### src/rtl/uart_arb_pkg.sv
// Shared definitions for the UART transmit arbiter: FSM encoding,
// default timeout settings and an index-width helper.
package uart_arb_pkg;

  typedef enum logic {
    IDLE = 1'b0,
    PASS = 1'b1
  } arb_state_e;

  localparam int DEF_TIMEOUT_CYC = 100000;
  localparam int DEF_CNT_W       = 16;

  function automatic int idx_width(input int n);
    return (n > 1) ? $clog2(n) : 1;
  endfunction

endpackage

### src/rtl/uart_tx_arbiter_rr_pick.sv
// Combinational round-robin selector: the first active request after
// the pointer position wins, wrapping modulo NUM_REQ.
module rr_pick
  import uart_arb_pkg::*;
#(
  parameter int NUM_REQ = 4,
  parameter int IDX_W   = idx_width(NUM_REQ)
) (
  input  logic [NUM_REQ-1:0] req,
  input  logic [IDX_W-1:0]   ptr,
  output logic [NUM_REQ-1:0] winner,
  output logic [IDX_W-1:0]   idx,
  output logic               any_req
);

  logic [IDX_W-1:0] scan;

  // The pointer holds the previous owner, so scanning starts one past it
  // and the previous owner itself is considered last.
  always_comb begin
    winner  = '0;
    idx     = '0;
    any_req = 1'b0;
    scan    = '0;
    for (int i = 1; i <= NUM_REQ; i++) begin
      scan = IDX_W'((int'(ptr) + i) % NUM_REQ);
      if (!any_req && req[scan]) begin
        any_req      = 1'b1;
        idx          = scan;
        winner[scan] = 1'b1;
      end
    end
  end

endmodule

### src/rtl/uart_tx_arbiter.sv
// Packet-level round-robin arbiter sharing one UART transmit byte stream
// between several message sources, with a mid-packet stall timeout.
module uart_tx_arbiter
  import uart_arb_pkg::*;
#(
  parameter int NUM_REQ     = 4,
  parameter int DATA_W      = 8,
  parameter int TIMEOUT_CYC = DEF_TIMEOUT_CYC,
  parameter int CNT_W       = DEF_CNT_W
) (
  input  logic                        clk,
  input  logic                        rst,
  input  logic [NUM_REQ*DATA_W-1:0]   req_data,
  input  logic [NUM_REQ-1:0]          req_valid,
  input  logic [NUM_REQ-1:0]          req_last,
  output logic [NUM_REQ-1:0]          req_ready,
  output logic [DATA_W-1:0]           tx_data,
  output logic                        tx_valid,
  input  logic                        tx_ready,
  output logic [NUM_REQ-1:0]          grant,
  output logic                        busy,
  output logic                        timeout_pulse,
  output logic [CNT_W-1:0]            timeout_count
);

  localparam int IDX_W = idx_width(NUM_REQ);
  localparam int TO_W  = (TIMEOUT_CYC > 1) ? $clog2(TIMEOUT_CYC) : 1;
  localparam logic [TO_W-1:0] TO_LAST = TO_W'(TIMEOUT_CYC - 1);

  arb_state_e          state, state_nxt;
  logic [NUM_REQ-1:0]  grant_nxt;
  logic [IDX_W-1:0]    gidx, gidx_nxt;
  logic [IDX_W-1:0]    ptr, ptr_nxt;
  logic [TO_W-1:0]     to_cnt, to_cnt_nxt;
  logic                pulse_nxt;
  logic [CNT_W-1:0]    tcount_nxt;

  logic [NUM_REQ-1:0]  pick_onehot;
  logic [IDX_W-1:0]    pick_idx;
  logic                pick_any;

  logic [DATA_W-1:0]   req_bytes [NUM_REQ];
  logic                g_valid;
  logic                g_last;

  for (genvar i = 0; i < NUM_REQ; i++) begin : g_split
    assign req_bytes[i] = req_data[i*DATA_W +: DATA_W];
  end

  rr_pick #(
    .NUM_REQ (NUM_REQ),
    .IDX_W   (IDX_W)
  ) u_pick (
    .req     (req_valid),
    .ptr     (ptr),
    .winner  (pick_onehot),
    .idx     (pick_idx),
    .any_req (pick_any)
  );

  assign g_valid = req_valid[gidx];
  assign g_last  = req_last[gidx];

  // The granted requester is wired straight through; everything is forced
  // to zero while idle so a stale index can never leak a byte.
  assign busy      = (state == PASS);
  assign tx_valid  = busy & g_valid;
  assign tx_data   = busy ? req_bytes[gidx] : '0;
  assign req_ready = (busy && tx_ready) ? grant : '0;

  always_comb begin
    state_nxt  = state;
    grant_nxt  = grant;
    gidx_nxt   = gidx;
    ptr_nxt    = ptr;
    to_cnt_nxt = to_cnt;
    pulse_nxt  = 1'b0;
    tcount_nxt = timeout_count;
    unique case (state)
      IDLE: begin
        if (pick_any) begin
          state_nxt  = PASS;
          grant_nxt  = pick_onehot;
          gidx_nxt   = pick_idx;
          to_cnt_nxt = '0;
        end
      end
      PASS: begin
        if (g_valid) begin
          to_cnt_nxt = '0;
          if (tx_ready && g_last) begin
            state_nxt = IDLE;
            grant_nxt = '0;
            ptr_nxt   = gidx;
          end
        end else if (TIMEOUT_CYC > 0) begin
          // A stalled owner is dropped so it cannot lock out the others.
          if (to_cnt == TO_LAST) begin
            state_nxt  = IDLE;
            grant_nxt  = '0;
            ptr_nxt    = gidx;
            to_cnt_nxt = '0;
            pulse_nxt  = 1'b1;
            if (timeout_count != {CNT_W{1'b1}}) begin
              tcount_nxt = timeout_count + CNT_W'(1);
            end
          end else begin
            to_cnt_nxt = to_cnt + TO_W'(1);
          end
        end
      end
      default: state_nxt = IDLE;
    endcase
  end

  always_ff @(posedge clk or posedge rst) begin
    if (rst) begin
      state         <= IDLE;
      grant         <= '0;
      gidx          <= '0;
      ptr           <= IDX_W'(NUM_REQ - 1);
      to_cnt        <= '0;
      timeout_pulse <= 1'b0;
      timeout_count <= '0;
    end else begin
      state         <= state_nxt;
      grant         <= grant_nxt;
      gidx          <= gidx_nxt;
      ptr           <= ptr_nxt;
      to_cnt        <= to_cnt_nxt;
      timeout_pulse <= pulse_nxt;
      timeout_count <= tcount_nxt;
    end
  end

endmodule
### config.mk
export PLATFORM = sky130hd
export DESIGN_NAME = uart_tx_arbiter
export DESIGN_NICKNAME = d
export VERILOG_FILES = /design/src/rtl/uart_arb_pkg.sv /design/src/rtl/uart_tx_arbiter_rr_pick.sv /design/src/rtl/uart_tx_arbiter.sv
export SDC_FILE = /design/constraint.sdc
export NUM_CORES = 1
export LEC_CHECK = 0
export ABC_AREA = 0
export BUFFER_PORTS_ARGS = -buffer_cell sky130_fd_sc_hd__buf_2
export CAP_MARGIN = 20
export CORE_AREA = 2 2 80 82
export CTS_CLUSTER_DIAMETER = 200
export DETAILED_ROUTE_END_ITERATION = 8
export DIE_AREA = 0 0 82 84
export PLACE_DENSITY_LB_ADDON = 0.08
export REMOVE_ABC_BUFFERS = 1
export SLEW_MARGIN = 40
export SYNTH_ARGS = -nofsm -noshare
export SYNTH_HDL_FRONTEND = slang
export SYNTH_HIERARCHICAL = 1
export SYNTH_SLANG_ARGS = --single-unit
### constraint.sdc
create_clock -name clk -period 3.79 [get_ports clk]
set_input_delay 0.1895 -clock clk [delete_from_list [all_inputs] [get_ports clk]]
set_output_delay 0.1895 -clock clk [all_outputs]
set_load 0.005 [all_outputs]
==> results of run 1 <==
-- per-stage QoR --
| step | cell area (um^2) | hold WS [ps] | power (W) | worst slack (ps) |
|---|---|---|---|---|
| floorplan | 3060 | 428 | 0.00132 | 1320 |
| global placement | 3550 | 352 | 0.00159 | 1100 |
| detailed placement | 3550 | 351 | 0.00161 | 1010 |
| CTS | 3650 | 28.9 | 0.00194 | 984 |
| global route | 3650 | 67.9 | 0.00207 | 801 |
| finish | 3650 | 7.42 | 0.00192 | 968 |
-- logic make-up (layout without fill, tap and decap cells) --
group | Yosys count | count (layout)
multiplexers | 25 | 25
buffers and inverters | 36 | 101
flip-flops | 43 | 43
adder cells (fa/ha/maj) | 10 | 10
XOR/XNOR | 13 | 13
AO/OA/AOI/OAI | 61 | 61
AND/OR/NAND/NOR | 147 | 147
-- worst max path at each step --
| stage | start | endpoint | slack (ps) | cells after the start |
|---|---|---|---|---|
| final | ptr[0]$_DFFE_PP1P_ | grant[2]$_DFFE_PP0P_ | 970 | 7 |
| after global routing | ptr[0]$_DFFE_PP1P_ | grant[0]$_DFFE_PP0P_ | 800 | 7 |
| after CTS | ptr[0]$_DFFE_PP1P_ | grant[2]$_DFFE_PP0P_ | 980 | 7 |
| after detailed placement | ptr[0]$_DFFE_PP1P_ | grant[2]$_DFFE_PP0P_ | 1010 | 7 |
| after global placement | ptr[0]$_DFFE_PP1P_ | grant[2]$_DFFE_PP0P_ | 1100 | 7 |
| after floorplan | ptr[0]$_DFFE_PP1P_ | grant[2]$_DFFE_PP0P_ | 1320 | 7 |
-- power breakdown --
part           leakage (nW)  internal (W)  total (W)  switching [W]
clock network        0.0505      0.000166   0.000326       0.000160
logic                  1.09      0.000468   0.000928       0.000460
registers             0.583      0.000521   0.000670       0.000148
total                  1.72       0.00115    0.00192       0.000769
-- worst max-delay path, cell delays in order, from the launching register on --
cell and delay [ps]:
dfstp_2 790, inv_1 170, ha_1 520, inv_1 200, a31oi_1 340, o31ai_1 110
or3_1 370, a22o_1 210
-- state kept, by name, summed over array words and instances (netlist names) --
register / count
busy: 1
gidx: 2
grant: 4
ptr: 2
timeout_count: 16
timeout_pulse: 1
to_cnt: 17
-- cell usage after synthesis, drive strengths merged (10+ instances only) --
cell,n,area [um^2]
o21ai,14,70.1
ha,10,125
mux4,12,270
buf,11,85.1
dfrtp,41,1030
nand3,17,85.1
nand4,15,93.8
clkbuf,10,37.5
nand2,30,115
inv,15,56.3
and2,11,68.8
nor2,22,82.6
-- cell usage in the layout, fill, tap and decap left out, drive strengths merged, types with 2 or more instances in the layout --
cell type / count
and2: 11
a22o: 8
dfstp: 2
o21ai: 14
and3: 9
a31oi: 6
nand2b: 6
or3: 7
nor4bb: 3
nor2: 22
nor4b: 2
a211oi: 3
xor2: 4
nand4: 15
xnor2: 9
nand2: 30
mux2: 9
nand3: 17
dfrtp: 41
ha: 10
clkbuf: 7
buf: 78
a21oi: 9
nand4b: 2
inv: 15
and4: 4
a2111o: 4
mux4: 12
nor3: 9
or2: 3
o31ai: 4
nor2b: 2
nor4: 2
mux2i: 4
-- final cells by class --
| type | count | area (um^2) | area share, % |
|---|---|---|---|
| clock buffers | 7 | 96.3 | 2.64 |
| well taps | 77 | 96.3 | 2.64 |
| flip-flops and latches | 43 | 1080 | 29.5 |
| multi-input cells | 256 | 1920 | 52.7 |
| clock inverters | 1 | 7.51 | 0.206 |
| repair buffers | 78 | 393 | 10.8 |
| inverters | 15 | 56.3 | 1.54 |
-- routing by layer --
metal / global-route usage [%] / part of all wire (%) / vias up
met2: 36.4 / 49 / 78
met3: 3.68 / 4.1 / 7
met1: 30.3 / 45 / 1336
met4: 6.67 / 1.5 / 0
li1: - / - / 1367
met5: 0 / 0 / -
==> metrics.md, run 1 <==
| Metric | Value |
|---|---|
| Final WL | 7230 um |
| TNS Setup | 0 ps |
| Worst setup path class | flop to flop |
| Post-layout util | about 60% |
| Core ar. | ~0.0061 mm^2 |
| Share of cells above drive strength 1 | a little under 30% |
| R2R cell count | 7 |
| Yosys reg bits | 43 |
| Largest buffer count on any clock path | 2 |
| Post-DP HPWL | between 5000 and 6000 um |
| Reg-to-Reg Start | ptr[0]$_DFFE_PP1P_ |
| Worst vdd ir | about 0.00034 V |
| Total congestion overflow | 0 |
| Hold Vio Cnt, Final | 0 |
| Vias post-DR | roughly 2800 |
| Die H | 84 um |
| Die ar. | between 0.006 and 0.007 mm^2 |
| Post-Synthesis Cells | about 340 |
| 1st-iter DRT viols | 113 |
| Lkg Pwr | between 1.5 and 2 nW |
| Ys flop type | dfrtp_1 |
| Setup violations, final | 0 |
| Largest net degree at the start of global routing | 44 |
| R2r endpoint | grant[2]$_DFFE_PP0P_ |
| Post-Synth Simple-Gate Area | 26.2% |
| Async set or reset register ratio after synthesis | 100% |
| TritonCTS clock tree | yes |
| Compound-gate portion of the synthesized area | 13.7% |
| PortBufs | 77 |
| GRT Total Usage | between 20% and 30% |
| I/O pins | roughly 80 |
| Starting Density | roughly 52% |
| Post-Place Cells | approximately 470 |
| Clock Tree Root | clkbuf_8 |
| Worst skew pair latency | roughly 300 ps |
| CTS Hold Buffers Added | 0 |
| Xor/xnor share of the synthesized area | under 10% |
| Main combinational cell family by area after synthesis | simple AND/OR/NAND/NOR gates |
| Row count | 29 |
| Fillers | ~530 |
| Final Wtd Congestion | between 0.9 and 1 |
| Htree depth | 2 |
| PwrDens | ~530 mW/mm^2 |
| # Post-CTS Setup Buffers | 0 |
| Final #Nets | 452 |
| Die W | slightly above 80 um |
| First-pass GRT wire length | ~12000 um |
| Synth cell types | between 50 and 60 |
| Vias in the first global route | 2628 |
| Final min period | 2820 ps |
| Outcome | completed |
| Crit-path max FO | 21 |
| Tightest Hold Check Type | input port to asynchronous set/reset pin |
| Maximum clock rate | 354 MHz |
| WP data required | slightly below 4000 ps |
| Crit path launch type | flop |
| Ys Warns | 6 |
| Inserted Clock Buffers | 5 |
| Worst-margin pin slew | about 760 ps |
| Max_cap viols | 0 |
| Layout Skew | between 5 and 6 ps |
| Sink Count | 43 |
| Synthesized area | 0.00318 mm^2 |
| Layout area overhead | 14.9% |
| Pins Over Slew Limit | 0 |
| Mapped Avg Cell Area | 9.49 um^2 |
| Average wire per standard cell | 15.2 um |
| DRT Pass-1 Iters | 4 |
| RSZ-0062 raised after global routing | no |
| Internal reg-to-reg setup slack | 970 ps |
| Worst EP arrival | between 3000 and 4000 ps |
| Clock-pin transition on the worst setup and hold timing paths | roughly 80 ps |
| Routed Antenna Nets | 0 |
| Slew HR | between 40% and 50% |
| # diodes | 0 |
| # DRC | 0 |
| Final critical-path share of the clock period | between 70% and 80% |
| Critical Path Sink Type | flop |
| Adder-Cell Fraction of Synth Area | roughly 4% |
| Via/cell ratio | just under 6 |
| Multiplexer share of the synthesized area | 13.1% |
| EDFF count, synth | 0 |
| Seq/Total Area, Yosys | roughly 34% |
| Initial antenna violation count | 0 |
| Post-Layout Cell Count | 477 |
| CTS resizes | 0 |
Power figures use the tool's default switching activity.
==> inputs of run 2 (changes only) <==
--- a/config.mk
+++ b/config.mk
@@ -5,13 +5,13 @@
 export SDC_FILE = /design/constraint.sdc
 export NUM_CORES = 1
 export LEC_CHECK = 0
-export ABC_AREA = 0
+export ABC_AREA = 1
 export BUFFER_PORTS_ARGS = -buffer_cell sky130_fd_sc_hd__buf_2
 export CAP_MARGIN = 20
-export CORE_AREA = 2 2 80 82
+export CORE_AREA = 2 2 84 86
 export CTS_CLUSTER_DIAMETER = 200
 export DETAILED_ROUTE_END_ITERATION = 8
-export DIE_AREA = 0 0 82 84
+export DIE_AREA = 0 0 86 88
 export PLACE_DENSITY_LB_ADDON = 0.08
 export REMOVE_ABC_BUFFERS = 1
 export SLEW_MARGIN = 40
==> constraint.sdc (replaced) <==
create_clock -name clk -period 2.87 [get_ports clk]
set_input_delay 0.1435 -clock clk [delete_from_list [all_inputs] [get_ports clk]]
set_output_delay 0.1435 -clock clk [all_outputs]
set_load 0.005 [all_outputs]
==> metrics.md, run 2 <==
| Metric | Value |
|---|---|
| Average wire per standard cell | 12.5 um (was 15.2 um) |
| Sequential share of power | 26.3% (was 34.8%) |
| Layout Skew | 5.97 ps (was 5.89 ps) |
| Reg-to-Reg Start | ptr[1]$_DFFE_PP1P_ (was ptr[0]$_DFFE_PP1P_) |
| Synth cell types | 32 (was 59) |
| Top post-synthesis cells by area | dfrtp_1, nand2_1, nand3_1 (was dfrtp_1, mux4_2, ha_1) |
| Worst setup path class | flop to flop (unchanged) |
| Outcome | completed (unchanged) |
| Crit path launch type | flop (unchanged) |
| R2r endpoint | to_cnt[15]$_DFFE_PP0P_ (was grant[2]$_DFFE_PP0P_) |
| Final WL | 8580 um (was 7230 um) |
| Biggest regs | to_cnt: 17 flops, timeout_count: 16 flops, grant: 4 flops (unchanged) |
| Die W | 86 um (was 82 um) |
| GRT Total Usage | 22.8% (was 22.4%) |
| Crit-path max FO | 12 (was 21) |
| Hold path depth | 4 |
| Fillers | 628 (was 534) |
| Async set or reset register ratio after synthesis | 100% (unchanged) |
| # diodes | 0 (unchanged) |
| Post-layout util | 62.2% (was 59.9%) |
| Vias post-DR | 3636 (was 2788) |
| Hold Path End | ptr[1]$_DFFE_PP1P_ |
| Core ar. | 0.00664 mm^2 (was 0.00610 mm^2) |
| P_sw | 0.00147 W (was 0.000769 W) |
| Worst hold margin | 235 ps (was 7.42 ps) |
| Htree depth | 2 (unchanged) |
| Clock Tree Root | clkbuf_8 (unchanged) |
| Clock-pin transition on the worst setup and hold timing paths | 90 ps (was 80 ps) |
| Largest buffer count on any clock path | 2 (unchanged) |
| Final Worst Setup Slack | 163 ps (was 968 ps) |
| PortBufs | 77 (unchanged) |
| # DRC | 0 (unchanged) |
| Post-DP HPWL | 6500 um (was 5310 um) |
| Met3 WL post-DR | 378 um (was 296 um) |
| Hold Vio Cnt, Final | 0 (unchanged) |
| Min-delay src | tx_ready |
| Pins Over Slew Limit | 0 (unchanged) |
| Synthesized area | 0.00352 mm^2 (was 0.00318 mm^2) |
| Seq/Total Area, Yosys | 30.6% (was 33.9%) |
| R2R cell count | 14 (was 7) |
| Yosys reg bits | 43 (unchanged) |
| Ys Warns | 6 (unchanged) |
| PwrDens | 738 mW/mm^2 (was 527 mW/mm^2) |
| Placed Instance Area | 0.00396 mm^2 (was 0.00355 mm^2) |
| Setup violations, final | 0 (unchanged) |
| Worst slack, placed | 188 ps (was 1010 ps) |
| I/O pins | 78 (unchanged) |
| Via/cell ratio | 5.28 (was 5.84) |
| Met2 routed WL | 4220 um (was 3580 um) |
| Critical Path Sink Type | flop (unchanged) |
| Worst skew pair latency | 300 ps (about the same) |
| DRT Pass-1 Iters | 5 (was 4) |
| Ys flop type | dfrtp_1 (unchanged) |
| Share of cells above drive strength 1 | 24.1% (was 29.5%) |
| Die H | 88 um (was 84 um) |
| WP data required | 3060 ps (was 3980 ps) |
| Initial antenna violation count | 0 (unchanged) |
| Total congestion overflow | 0 (unchanged) |
| Vias in the first global route | 3164 (was 2628) |
| Design area | 0.00413 mm^2 (was 0.00365 mm^2) |
| Number of flip-flops in the largest register | 17 (unchanged) |
| Worst EP arrival | 2890 ps (was 3010 ps) |
| Metal-1 WL | 3860 um (was 3250 um) |
| Leading cell type in the layout, fill and taps excluded | nand2_1 (was buf_2) |
| Comb power frac | 57.4% (was 48.2%) |
| Final Wtd Congestion | 0.856 (was 0.902) |
| Routed Antenna Nets | 0 (unchanged) |
| Inserted Clock Buffers | 5 (unchanged) |
| TritonCTS clock tree | yes (unchanged) |
| Biggest register | to_cnt (unchanged) |
| Most frequent cells in the layout | nand2_1, nor2_1, buf_2 (was buf_2, dfrtp_1, nand2_1) |
| First-pass GRT wire length | 14100 um (was 12200 um) |
| Internal Power | 0.00158 W (was 0.00115 W) |
| Post-Place Cells | 676 (was 469) |
| Switch share | 48.2% (was 40.0%) |
| Lkg Pwr | 2.12 nW (was 1.72 nW) |
| Largest net degree at the start of global routing | 23 (was 44) |
| Uppermost layer routed | met4 (unchanged) |
| Post-Layout Cell Count | 689 (was 477) |
| Row count | 30 (was 29) |
| Post-synth top cells | nand2_1, nor2_1, nand3_1, inv_1, dfrtp_1 (was dfrtp_1, nand2_1, nor2_1, nand3_1, nand4_1) |
| Slew HR | 55.2% (was 49.5%) |
| Sink Count | 43 (unchanged) |
| Internal reg-to-reg setup slack | 160 ps (was 970 ps) |
| Layout area overhead | 17.2% (was 14.9%) |
| Final critical-path share of the clock period | 94.3% (was 74.5%) |
| Maximum clock rate | 369 MHz (was 354 MHz) |
| 1st-iter DRT viols | 153 (was 113) |
| Post-Synthesis Cells | 526 (was 335) |
| Worst-margin pin slew | 672 ps (was 755 ps) |
| Die ar. | 0.00757 mm^2 (was 0.00689 mm^2) |
| Clock power share | 16.2% (was 17.0%) |
| Final min period | 2710 ps (was 2820 ps) |
| Worst vdd ir | 0.000597 V (was 0.000340 V) |
| Largest area contributor in the netlist | dfrtp_1 (unchanged) |
| Synth top area share | 29.1% (was 32.3%) |
| Mapped Avg Cell Area | 6.70 um^2 (was 9.49 um^2) |
| Max_cap viols | 0 (unchanged) |
| Starting Density | 53.1% (was 52.2%) |
| Count leader, synth | nand2_1 (was dfrtp_1) |
| EDFF count, synth | 0 (unchanged) |
| Final #Nets | 661 (was 452) |
| Tightest Hold Check Type | input port to flop (was input port to asynchronous set/reset pin) |
-- run 2: power by group through the flow --
stage                     logic [W]  registers, W  clock network, W
after global placement      0.00167      0.000812                 0
after global routing        0.00193      0.000818          0.000525
after floorplan             0.00119      0.000823                 0
after detailed placement    0.00169      0.000816                 0
final                       0.00175      0.000803          0.000495
after CTS                   0.00170      0.000804          0.000510
-- run 2: critical path: stages (launching register included) --
cell and delay, ps:
dfstp_2 630, clkinvlp_4 180, ha_1 400, inv_2 90, nand3_4 120, nand2_4 80
nor2_4 240, nand4_1 200, nor2_2 160, buf_4 210, nor2_1 80, nand3_1 60
nand2_1 50, nand2_1 50, nor2_1 30
-- run 2: worst max path at each step --
stage / from / endpoint / slack (ps) / cells after the start
detailed placement: ptr[1]$_DFFE_PP1P_ / grant[2]$_DFFE_PP0P_ / 190 / 11
CTS: ptr[1]$_DFFE_PP1P_ / grant[2]$_DFFE_PP0P_ / 170 / 11
global placement: ptr[1]$_DFFE_PP1P_ / grant[1]$_DFFE_PP0P_ / 320 / 11
global route: ptr[1]$_DFFE_PP1P_ / to_cnt[15]$_DFFE_PP0P_ / -0.4 / 14
finish: ptr[1]$_DFFE_PP1P_ / to_cnt[15]$_DFFE_PP0P_ / 160 / 14
floorplan: ptr[0]$_DFFE_PP1P_ / to_cnt[10]$_DFFE_PP0P_ / 330 / 12
-- run 2: cell families after synthesis --
family / after synthesis / share of synthesized area (%)
compound gates: 50 / 7.49
flops: 43 / 30.6
buf+inv: 68 / 8.73
fa+ha+maj: 10 / 3.55
simple gates: 336 / 44.9
xor+xnor: 19 / 4.72
-- run 2: stage by stage --
step | power (W) | TNS (ps)
3_3_place_gp | 0.00248 | 0
2_1_floorplan | 0.00201 | 0
4_1_cts | 0.00301 | 0
6_report | 0.00305 | 0
3_5_place_dp | 0.00250 | 0
5_1_grt | 0.00328 | -0.356
-- run 2: metal layers --
layer / vias up / global-route usage [%]
met5: - / 0
met4: 0 / 6.64
met3: 13 / 2.73
met2: 113 / 39.3
met1: 1658 / 30.1
li1: 1852 / -
-- run 2: cell type report --
type | count | area (um^2) | area share [%]
clock buffers | 6 | 82.6 | 2.00
clock inverters | 2 | 35.0 | 0.848
inverters | 56 | 228 | 5.51
multi-input cells | 415 | 2140 | 51.9
flip-flops and latches | 43 | 1080 | 26.1
well taps | 80 | 100 | 2.42
repair buffers | 87 | 463 | 11.2
-- run 2: what timing repair did --
action	in CTS	in global routing
endpoints found under the hold margin	0	17
gates resized for setup	0	2
setup endpoints to repair	0	4
hold buffers	0	1
setup buffers	0	4
